==> src/rtl/zipmem_pkg.sv <==
// Shared encodings for the pipelined memory unit: op sizes, local-bus
// decode and the outstanding-read bookkeeping record.
package zipmem_pkg;

    typedef enum logic [1:0] {
        SZ_WORD = 2'b00,
        SZ_HALF = 2'b01,
        SZ_BYTE = 2'b10
    } op_size_e;

    // Local peripherals live in the first 32 bytes of the 0xc00000xx page
    localparam logic [23:0] LCL_PREFIX = 24'hc00000;

    // One entry per outstanding request, consumed when its ack returns
    typedef struct packed {
        logic [4:0] tag;
        op_size_e   size;
        logic [1:0] off;
    } rd_entry_t;

    function automatic logic is_local(input logic [31:0] addr);
        return (addr[31:8] == LCL_PREFIX) && (addr[7:5] == 3'b000);
    endfunction

    function automatic logic is_misaligned(input op_size_e size, input logic [1:0] off);
        return ((size == SZ_WORD) && (off != 2'b00)) || ((size == SZ_HALF) && off[0]);
    endfunction

endpackage

==> src/rtl/memlane_align.sv <==
// Big-endian byte-lane steering: write select/replication and read extraction.
module memlane_align
    import zipmem_pkg::*;
(
    input  op_size_e    i_size,
    input  logic [1:0]  i_off,
    input  logic [31:0] i_wdata,
    output logic [3:0]  o_sel,
    output logic [31:0] o_wdata,
    input  op_size_e    i_rsize,
    input  logic [1:0]  i_roff,
    input  logic [31:0] i_rdata,
    output logic [31:0] o_rdata
);

    // Write side: lane select with byte offset 0 on sel[3], data replicated to every lane
    always_comb begin
        o_sel   = 4'b1111;
        o_wdata = i_wdata;
        case (i_size)
            SZ_WORD: ;
            SZ_HALF: begin
                o_sel   = i_off[1] ? 4'b0011 : 4'b1100;
                o_wdata = {2{i_wdata[15:0]}};
            end
            default: begin
                o_sel   = 4'b1000 >> i_off;
                o_wdata = {4{i_wdata[7:0]}};
            end
        endcase
    end

    // Read side: pick the addressed lane, zero-extend, right-justify
    always_comb begin
        o_rdata = i_rdata;
        case (i_rsize)
            SZ_WORD: ;
            SZ_HALF: o_rdata = {16'h0, (i_roff[1] ? i_rdata[15:0] : i_rdata[31:16])};
            default: begin
                case (i_roff)
                    2'd0:    o_rdata = {24'h0, i_rdata[31:24]};
                    2'd1:    o_rdata = {24'h0, i_rdata[23:16]};
                    2'd2:    o_rdata = {24'h0, i_rdata[15:8]};
                    default: o_rdata = {24'h0, i_rdata[7:0]};
                endcase
            end
        endcase
    end

endmodule

==> src/rtl/pipemem_lanes.sv <==
// Pipelined Wishbone memory unit: issues back-to-back requests on one of two
// buses, tracks outstanding ones in a small FIFO and returns aligned read data.
module pipemem_lanes
    import zipmem_pkg::*;
#(
    parameter int ADDRESS_WIDTH  = 30,
    parameter int LGFIFO         = 4,
    parameter int IMPLEMENT_LOCK = 0
) (
    input  logic                     i_clk,
    input  logic                     i_rst,
    input  logic                     i_pipe_stb,
    input  logic                     i_lock,
    input  logic [2:0]               i_op,
    input  logic [31:0]              i_addr,
    input  logic [31:0]              i_data,
    input  logic [4:0]               i_oreg,
    output logic                     o_busy,
    output logic                     o_pipe_stalled,
    output logic                     o_valid,
    output logic                     o_err,
    output logic [4:0]               o_wreg,
    output logic [31:0]              o_result,
    output logic                     o_wb_cyc_gbl,
    output logic                     o_wb_cyc_lcl,
    output logic                     o_wb_stb_gbl,
    output logic                     o_wb_stb_lcl,
    output logic                     o_wb_we,
    output logic [ADDRESS_WIDTH-1:0] o_wb_addr,
    output logic [31:0]              o_wb_data,
    output logic [3:0]               o_wb_sel,
    input  logic                     i_wb_ack,
    input  logic                     i_wb_stall,
    input  logic                     i_wb_err,
    input  logic [31:0]              i_wb_data
);

    localparam int AW    = ADDRESS_WIDTH;
    localparam int DEPTH = 1 << LGFIFO;
    localparam int CW    = LGFIFO + 1;

    logic              cyc_gbl_q, cyc_gbl_d, cyc_lcl_q, cyc_lcl_d;
    logic              stb_gbl_q, stb_gbl_d, stb_lcl_q, stb_lcl_d;
    logic              we_q, we_d, valid_q, valid_d, err_q, err_d;
    logic [AW-1:0]     addr_q, addr_d;
    logic [31:0]       data_q, data_d, result_q, result_d;
    logic [3:0]        sel_q, sel_d;
    logic [4:0]        wreg_q, wreg_d;
    logic [LGFIFO-1:0] wr_ptr_q, wr_ptr_d, rd_ptr_q, rd_ptr_d;
    logic [CW-1:0]     count_q, count_d;
    rd_entry_t         fifo_q [DEPTH];

    op_size_e    req_size;
    logic [1:0]  req_off;
    rd_entry_t   head;
    logic [3:0]  sel_w;
    logic [31:0] wdata_w, rdata_w;
    logic        busy, stb_any, full, stalled, present, fault, push, pop, use_lcl, cyc_on;

    assign req_size = op_size_e'(i_op[2:1]);
    assign req_off  = i_addr[1:0];
    assign head     = fifo_q[rd_ptr_q];

    assign busy    = cyc_gbl_q | cyc_lcl_q;
    assign stb_any = stb_gbl_q | stb_lcl_q;
    assign full    = (count_q == CW'(DEPTH));
    assign stalled = busy && (i_wb_stall || !stb_any || full);
    // A strobe the unit is ready to take this cycle; misaligned ones fault instead
    assign present = i_pipe_stb && !stalled;
    assign fault   = (present && is_misaligned(req_size, req_off)) || (busy && i_wb_err);
    assign push    = present && !fault;
    assign pop     = busy && i_wb_ack && (count_q != '0) && !fault;
    // The bus is fixed by the first request of a cycle
    assign use_lcl = busy ? cyc_lcl_q : is_local(i_addr);

    memlane_align u_align (
        .i_size  (req_size),
        .i_off   (req_off),
        .i_wdata (i_data),
        .o_sel   (sel_w),
        .o_wdata (wdata_w),
        .i_rsize (head.size),
        .i_roff  (head.off),
        .i_rdata (i_wb_data),
        .o_rdata (rdata_w)
    );

    // Next-state: FIFO bookkeeping, bus cycle/strobe control, result capture
    always_comb begin
        wr_ptr_d = push ? wr_ptr_q + 1'b1 : wr_ptr_q;
        rd_ptr_d = pop  ? rd_ptr_q + 1'b1 : rd_ptr_q;
        count_d  = count_q + CW'(push) - CW'(pop);
        // CYC stays up while anything is outstanding, or while a locked sequence holds it
        cyc_on   = (count_d != '0) || ((IMPLEMENT_LOCK != 0) && i_lock && busy);
        stb_gbl_d = stb_gbl_q && i_wb_stall;
        stb_lcl_d = stb_lcl_q && i_wb_stall;
        if (push) begin
            stb_gbl_d = !use_lcl;
            stb_lcl_d = use_lcl;
        end
        if (fault) begin
            wr_ptr_d  = '0;
            rd_ptr_d  = '0;
            count_d   = '0;
            cyc_on    = 1'b0;
            stb_gbl_d = 1'b0;
            stb_lcl_d = 1'b0;
        end
        cyc_gbl_d = cyc_on && !use_lcl;
        cyc_lcl_d = cyc_on && use_lcl;
        we_d      = push ? i_op[0] : we_q;
        addr_d    = push ? i_addr[AW+1:2] : addr_q;
        data_d    = push ? wdata_w : data_q;
        sel_d     = push ? sel_w : sel_q;
        valid_d   = pop && !we_q;
        err_d     = fault;
        result_d  = pop ? rdata_w : result_q;
        wreg_d    = pop ? head.tag : wreg_q;
    end

    // Control state, cleared by reset regardless of bus activity
    always_ff @(posedge i_clk) begin
        if (i_rst) begin
            cyc_gbl_q <= 1'b0;
            cyc_lcl_q <= 1'b0;
            stb_gbl_q <= 1'b0;
            stb_lcl_q <= 1'b0;
            we_q      <= 1'b0;
            valid_q   <= 1'b0;
            err_q     <= 1'b0;
            wr_ptr_q  <= '0;
            rd_ptr_q  <= '0;
            count_q   <= '0;
        end else begin
            cyc_gbl_q <= cyc_gbl_d;
            cyc_lcl_q <= cyc_lcl_d;
            stb_gbl_q <= stb_gbl_d;
            stb_lcl_q <= stb_lcl_d;
            we_q      <= we_d;
            valid_q   <= valid_d;
            err_q     <= err_d;
            wr_ptr_q  <= wr_ptr_d;
            rd_ptr_q  <= rd_ptr_d;
            count_q   <= count_d;
        end
    end

    // Datapath registers and FIFO storage carry no reset
    always_ff @(posedge i_clk) begin
        addr_q   <= addr_d;
        data_q   <= data_d;
        sel_q    <= sel_d;
        result_q <= result_d;
        wreg_q   <= wreg_d;
        if (push)
            fifo_q[wr_ptr_q] <= '{tag: i_oreg, size: req_size, off: req_off};
    end

    assign o_busy         = busy;
    assign o_pipe_stalled = stalled;
    assign o_valid        = valid_q;
    assign o_err          = err_q;
    assign o_wreg         = wreg_q;
    assign o_result       = result_q;
    assign o_wb_cyc_gbl   = cyc_gbl_q;
    assign o_wb_cyc_lcl   = cyc_lcl_q;
    assign o_wb_stb_gbl   = stb_gbl_q;
    assign o_wb_stb_lcl   = stb_lcl_q;
    assign o_wb_we        = we_q;
    assign o_wb_addr      = addr_q;
    assign o_wb_data      = data_q;
    assign o_wb_sel       = sel_q;

endmodule

==> config.mk <==
export PLATFORM = sky130hd
export DESIGN_NAME = pipemem_lanes
export DESIGN_NICKNAME = d
export VERILOG_FILES = /design/src/rtl/zipmem_pkg.sv /design/src/rtl/memlane_align.sv /design/src/rtl/pipemem_lanes.sv
export SDC_FILE = /design/constraint.sdc
export NUM_CORES = 1
export LEC_CHECK = 0
export ABC_AREA = 1
export BUFFER_PORTS_ARGS = -buffer_cell sky130_fd_sc_hd__buf_4
export CAP_MARGIN = 0
export CORE_MARGIN = 2
export CORE_UTILIZATION = 55
export DETAILED_ROUTE_END_ITERATION = 10
export GPL_ROUTABILITY_DRIVEN = 0
export GPL_TIMING_DRIVEN = 0
export PLACE_DENSITY = 0.8
export SYNTH_ARGS = -nofsm -noshare
export SYNTH_HDL_FRONTEND = slang
export SYNTH_HIERARCHICAL = 1
export SYNTH_SLANG_ARGS = --single-unit
export TNS_END_PERCENT = 20
==> constraint.sdc <==
create_clock -name i_clk -period 3.78 [get_ports i_clk]
set_input_delay 0.378 -clock i_clk [delete_from_list [all_inputs] [get_ports i_clk]]
set_output_delay 0.378 -clock i_clk [all_outputs]
set_load 0.05 [all_outputs]
==> flow_summary.yaml <==
worst_setup_path:
  crit_fanout: 38
  r2r-end: "o_wb_cyc_gbl"
  cpPeakStageDelay_ps: 630
  path_class: "register to register"
  arrival_ps: 3790
  required_ps: 4210
  ff2ff_setup_slack_ps: 430
  cp_slowest_cell: "inv_2"
  path_cells: "inv_1, ha_1, nand3_2, nand2_2, nand2_4, nand3_4, nand3_1, inv_2, ha_1, inv_1, ha_1, fa_1, nor3_1, nand3_1, nand2_1, nor2_1"
  crit_path_end_kind: "register"
  cp-startpoint: "count_q[2]"
  regToRegStartpoint: "count_q[2]"
  crit_top_cell: "ha_1"
  cp-start-kind: "register"
  r2r_cells: 16
synth:
  yosys_warnings: 6
  synth_seq_area_share: 0.686
  synth_cell_types: 36
  synth-seq-cells: 271
  synth_area_per_cell_um2: 11.6
  netlist.top_cell.by_area: "edfxtp_1"
  synth_area_leaders: "edfxtp_1 (64%), nor2_1 (6.0%), nand2_1 (4.7%)"
  synth_area_mm2: 0.0115
  synth_top_area_frac: 0.644
  synth_edf_count: 247
  synth_cells: 997
  synthFlopType: "edfxtp_1"
  syn_nets: 1120
  synthArstFlopShare: 0
pwr:
  total_power_mw: 8.62
  ir_worst_vdd_mv: 0.484
  p_per_area_mw_per_mm2: 598
  clkPwrFrac: 0.309
  power.switching_mw: 2.81
  p_sw_frac: 0.326
  power.share.combinational: 0.269
  power.leakage_nw: 5.67
  pwr-share-seq: 0.421
  p_int_mw: 5.81
global_route:
  antenna_found_initial: 0
  overflow: 0
  grt_max_degree: 74
  grt_pass1_vias: 8500
  grt_pass1_wl_mm: 45.2
  grt_usage: 0.269
drt:
  vias: 8522
  dr.pass1.iters: 5
  vias_per_cell: 5.54
  wl_per_cell_um: 19.2
  drt_iter0_markers: 810
  ant_nets: 0
  drt_wl_total_mm: 29.5
  drc: 0
finish:
  syn_to_final_growth_pct: 25.1
  n_antenna_cell: 0
  final_util: 0.707
  final_nets: 1371
  finalNonFillerCells: 1538
  layout-drive-gt1-share: 0.278
  fillCellCount: 1440
timing:
  timing.final.crit_share: 0.887
  final_max_slew_viol_count: 0
  period_needed_ps: 3350
  finalSetupViolations: 0
  tightestPinTransition_ps: 1040
  clock_skew_ps: 9.69
  postLayoutSetupSlackWorst_ps: 426
  relSlewSlack: 0.301
  rsz0062_at_grt: "false"
  final-hold-violation-count: 0
  max_freq_ghz: 0.298
die:
  floorplan.initialDensity: 0.566
  rows: 52
  die_area_mm2: 0.0221
  core-area_mm2: 0.0204
  top_level_ports: 223
  die_y_um: 149
  die_w_um: 149
clocking:
  worstSkewPairLatency_ps: 540
  cts_hold_buf: 0
  cts_resized: 0
  h-tree-depth: 1
  cts_made_buffers: 28
  cts.clk_slew.worst_paths_ps: 60
  max-clock-path-buffers: 3
  cts_tree: "built"
  root_buffer: "clkbuf_16"
  cts_sinks: 271
  cts_setup_buffers: 0
place:
  io_buffers: 221
  place_worst_setup_slack_ps: 176
  hpwl_mm: 20.3
  dp.cells: 1488
hold_path:
  hold_path.class: "input pin to register"
  worstHoldStart: "i_addr[3]"
  hold-path-endpoint: "o_wb_addr[1]"
  holdPathStages: 1
job:
  drv_cap: 0
run_status:
  status: "complete, no violations"
==> how the worst max path moves through the flow <==
stage               slack, ps      endpoint
floorplan                 150  o_wb_cyc_gbl
global placement         -290  o_wb_cyc_gbl
detailed placement        180  o_wb_cyc_gbl
CTS                       370  o_wb_cyc_gbl
global route              130  o_wb_cyc_gbl
finish                    430  o_wb_cyc_gbl
==> synth_stat cells, types with 2 or more instances <==
library cell  number
a21oi_1            8
dfxtp_1           24
nor2_4             3
o21ai_0           98
buf_6              6
clkinv_1           2
buf_4             14
o21ai_1           14
nor3_1             4
a21oi_2            9
xor2_1             5
inv_4              2
clkbuf_1          10
nand3_1           53
clkbuf_2           5
or2_2              2
edfxtp_1         247
o211ai_1          41
inv_2              5
nand2_4           10
nor2_2            11
nand2_1          143
ha_1              11
nand4_1            2
nand2_2            3
inv_1             58
buf_2             16
nor2_1           183
==> worst max-delay path, delay by kind of cell (launching register included) <==
kind,cells,cell delay (ps)
simple gates,9,980
buf+inv,3,760
fa+ha+maj,4,1200
flops,1,310
==> registers in the layout, summed over array words and instances, names as in the netlist, 4 cells and up, named ones only <==
register   cells
o_wb_sel       4
o_wb_addr     30
wr_ptr_q       4
count_q        5
fifo_q       144
o_wb_data     32
rd_ptr_q       4
o_result      32
o_wreg         5
==> power by group through the flow <==
stage          logic [mW]  registers, mW  clock network, mW
2_1_floorplan        1.06           4.20                  0
3_3_place_gp         2.25           3.69                  0
3_5_place_dp         2.30           3.70                  0
4_1_cts              2.32           3.64               2.68
5_1_grt              2.50           3.65               2.82
6_report             2.32           3.63               2.67
==> through the flow <==
| stage | area (um^2) | setup TNS [ps] | hold WS [ps] |
|---|---|---|---|
| finish | 14400 | 0 | 11.3 |
| global route | 14400 | 0 | 0.0694 |
| CTS | 14400 | 0 | 0.234 |
| detailed placement | 13500 | 0 | 445 |
| global placement | 13500 | -623 | 445 |
| floorplan | 11500 | 0 | 440 |
==> routing by layer <==
| layer | share of wire | up-vias | track usage |
|---|---|---|---|
| met2 | 0.49 | 508 | 0.463 |
| met5 | 0 | - | 0 |
| met1 | 0.36 | 3964 | 0.330 |
| li1 | - | 3961 | - |
| met3 | 0.11 | 89 | 0.0663 |
| met4 | 0.044 | 0 | 0.104 |
==> placed cells by master (no fill, tap or decap), types with 14 or more instances in the layout <==
cell	n
buf_2	16
buf_4	235
clkbuf_1	18
clkbuf_16	29
dfxtp_1	24
edfxtp_1	247
inv_1	57
nand2_1	143
nand3_1	53
nor2_1	183
o211ai_1	41
o21ai_0	98
o21ai_1	14
==> cell families (layout without fill, tap and decap cells) <==
logic type                 count (synthesis)  after routing  synth area share
and+or+nand+nor                          419            419             0.159
DFF                                      271            271             0.686
adders and majority gates                 12             12            0.0137
AOI/OAI and AO/OA                        170            170            0.0857
buffers and inverters                    120            391            0.0524
xor gates and xnor gates                   5              5           0.00380
==> area by class of cell <==
| cell class | instances | area, um^2 | area share |
|---|---|---|---|
| buffer | 52 | 330 | 0.0229 |
| clock buffer | 38 | 769 | 0.0534 |
| clock inverter | 12 | 120 | 0.00834 |
| inverter | 68 | 273 | 0.0189 |
| multi-input combinational | 606 | 3020 | 0.210 |
| sequential | 271 | 7900 | 0.548 |
| tap | 270 | 338 | 0.0234 |
| timing repair buffer | 221 | 1660 | 0.115 |
No activity file was read; power rests on OpenSTA's default activity.
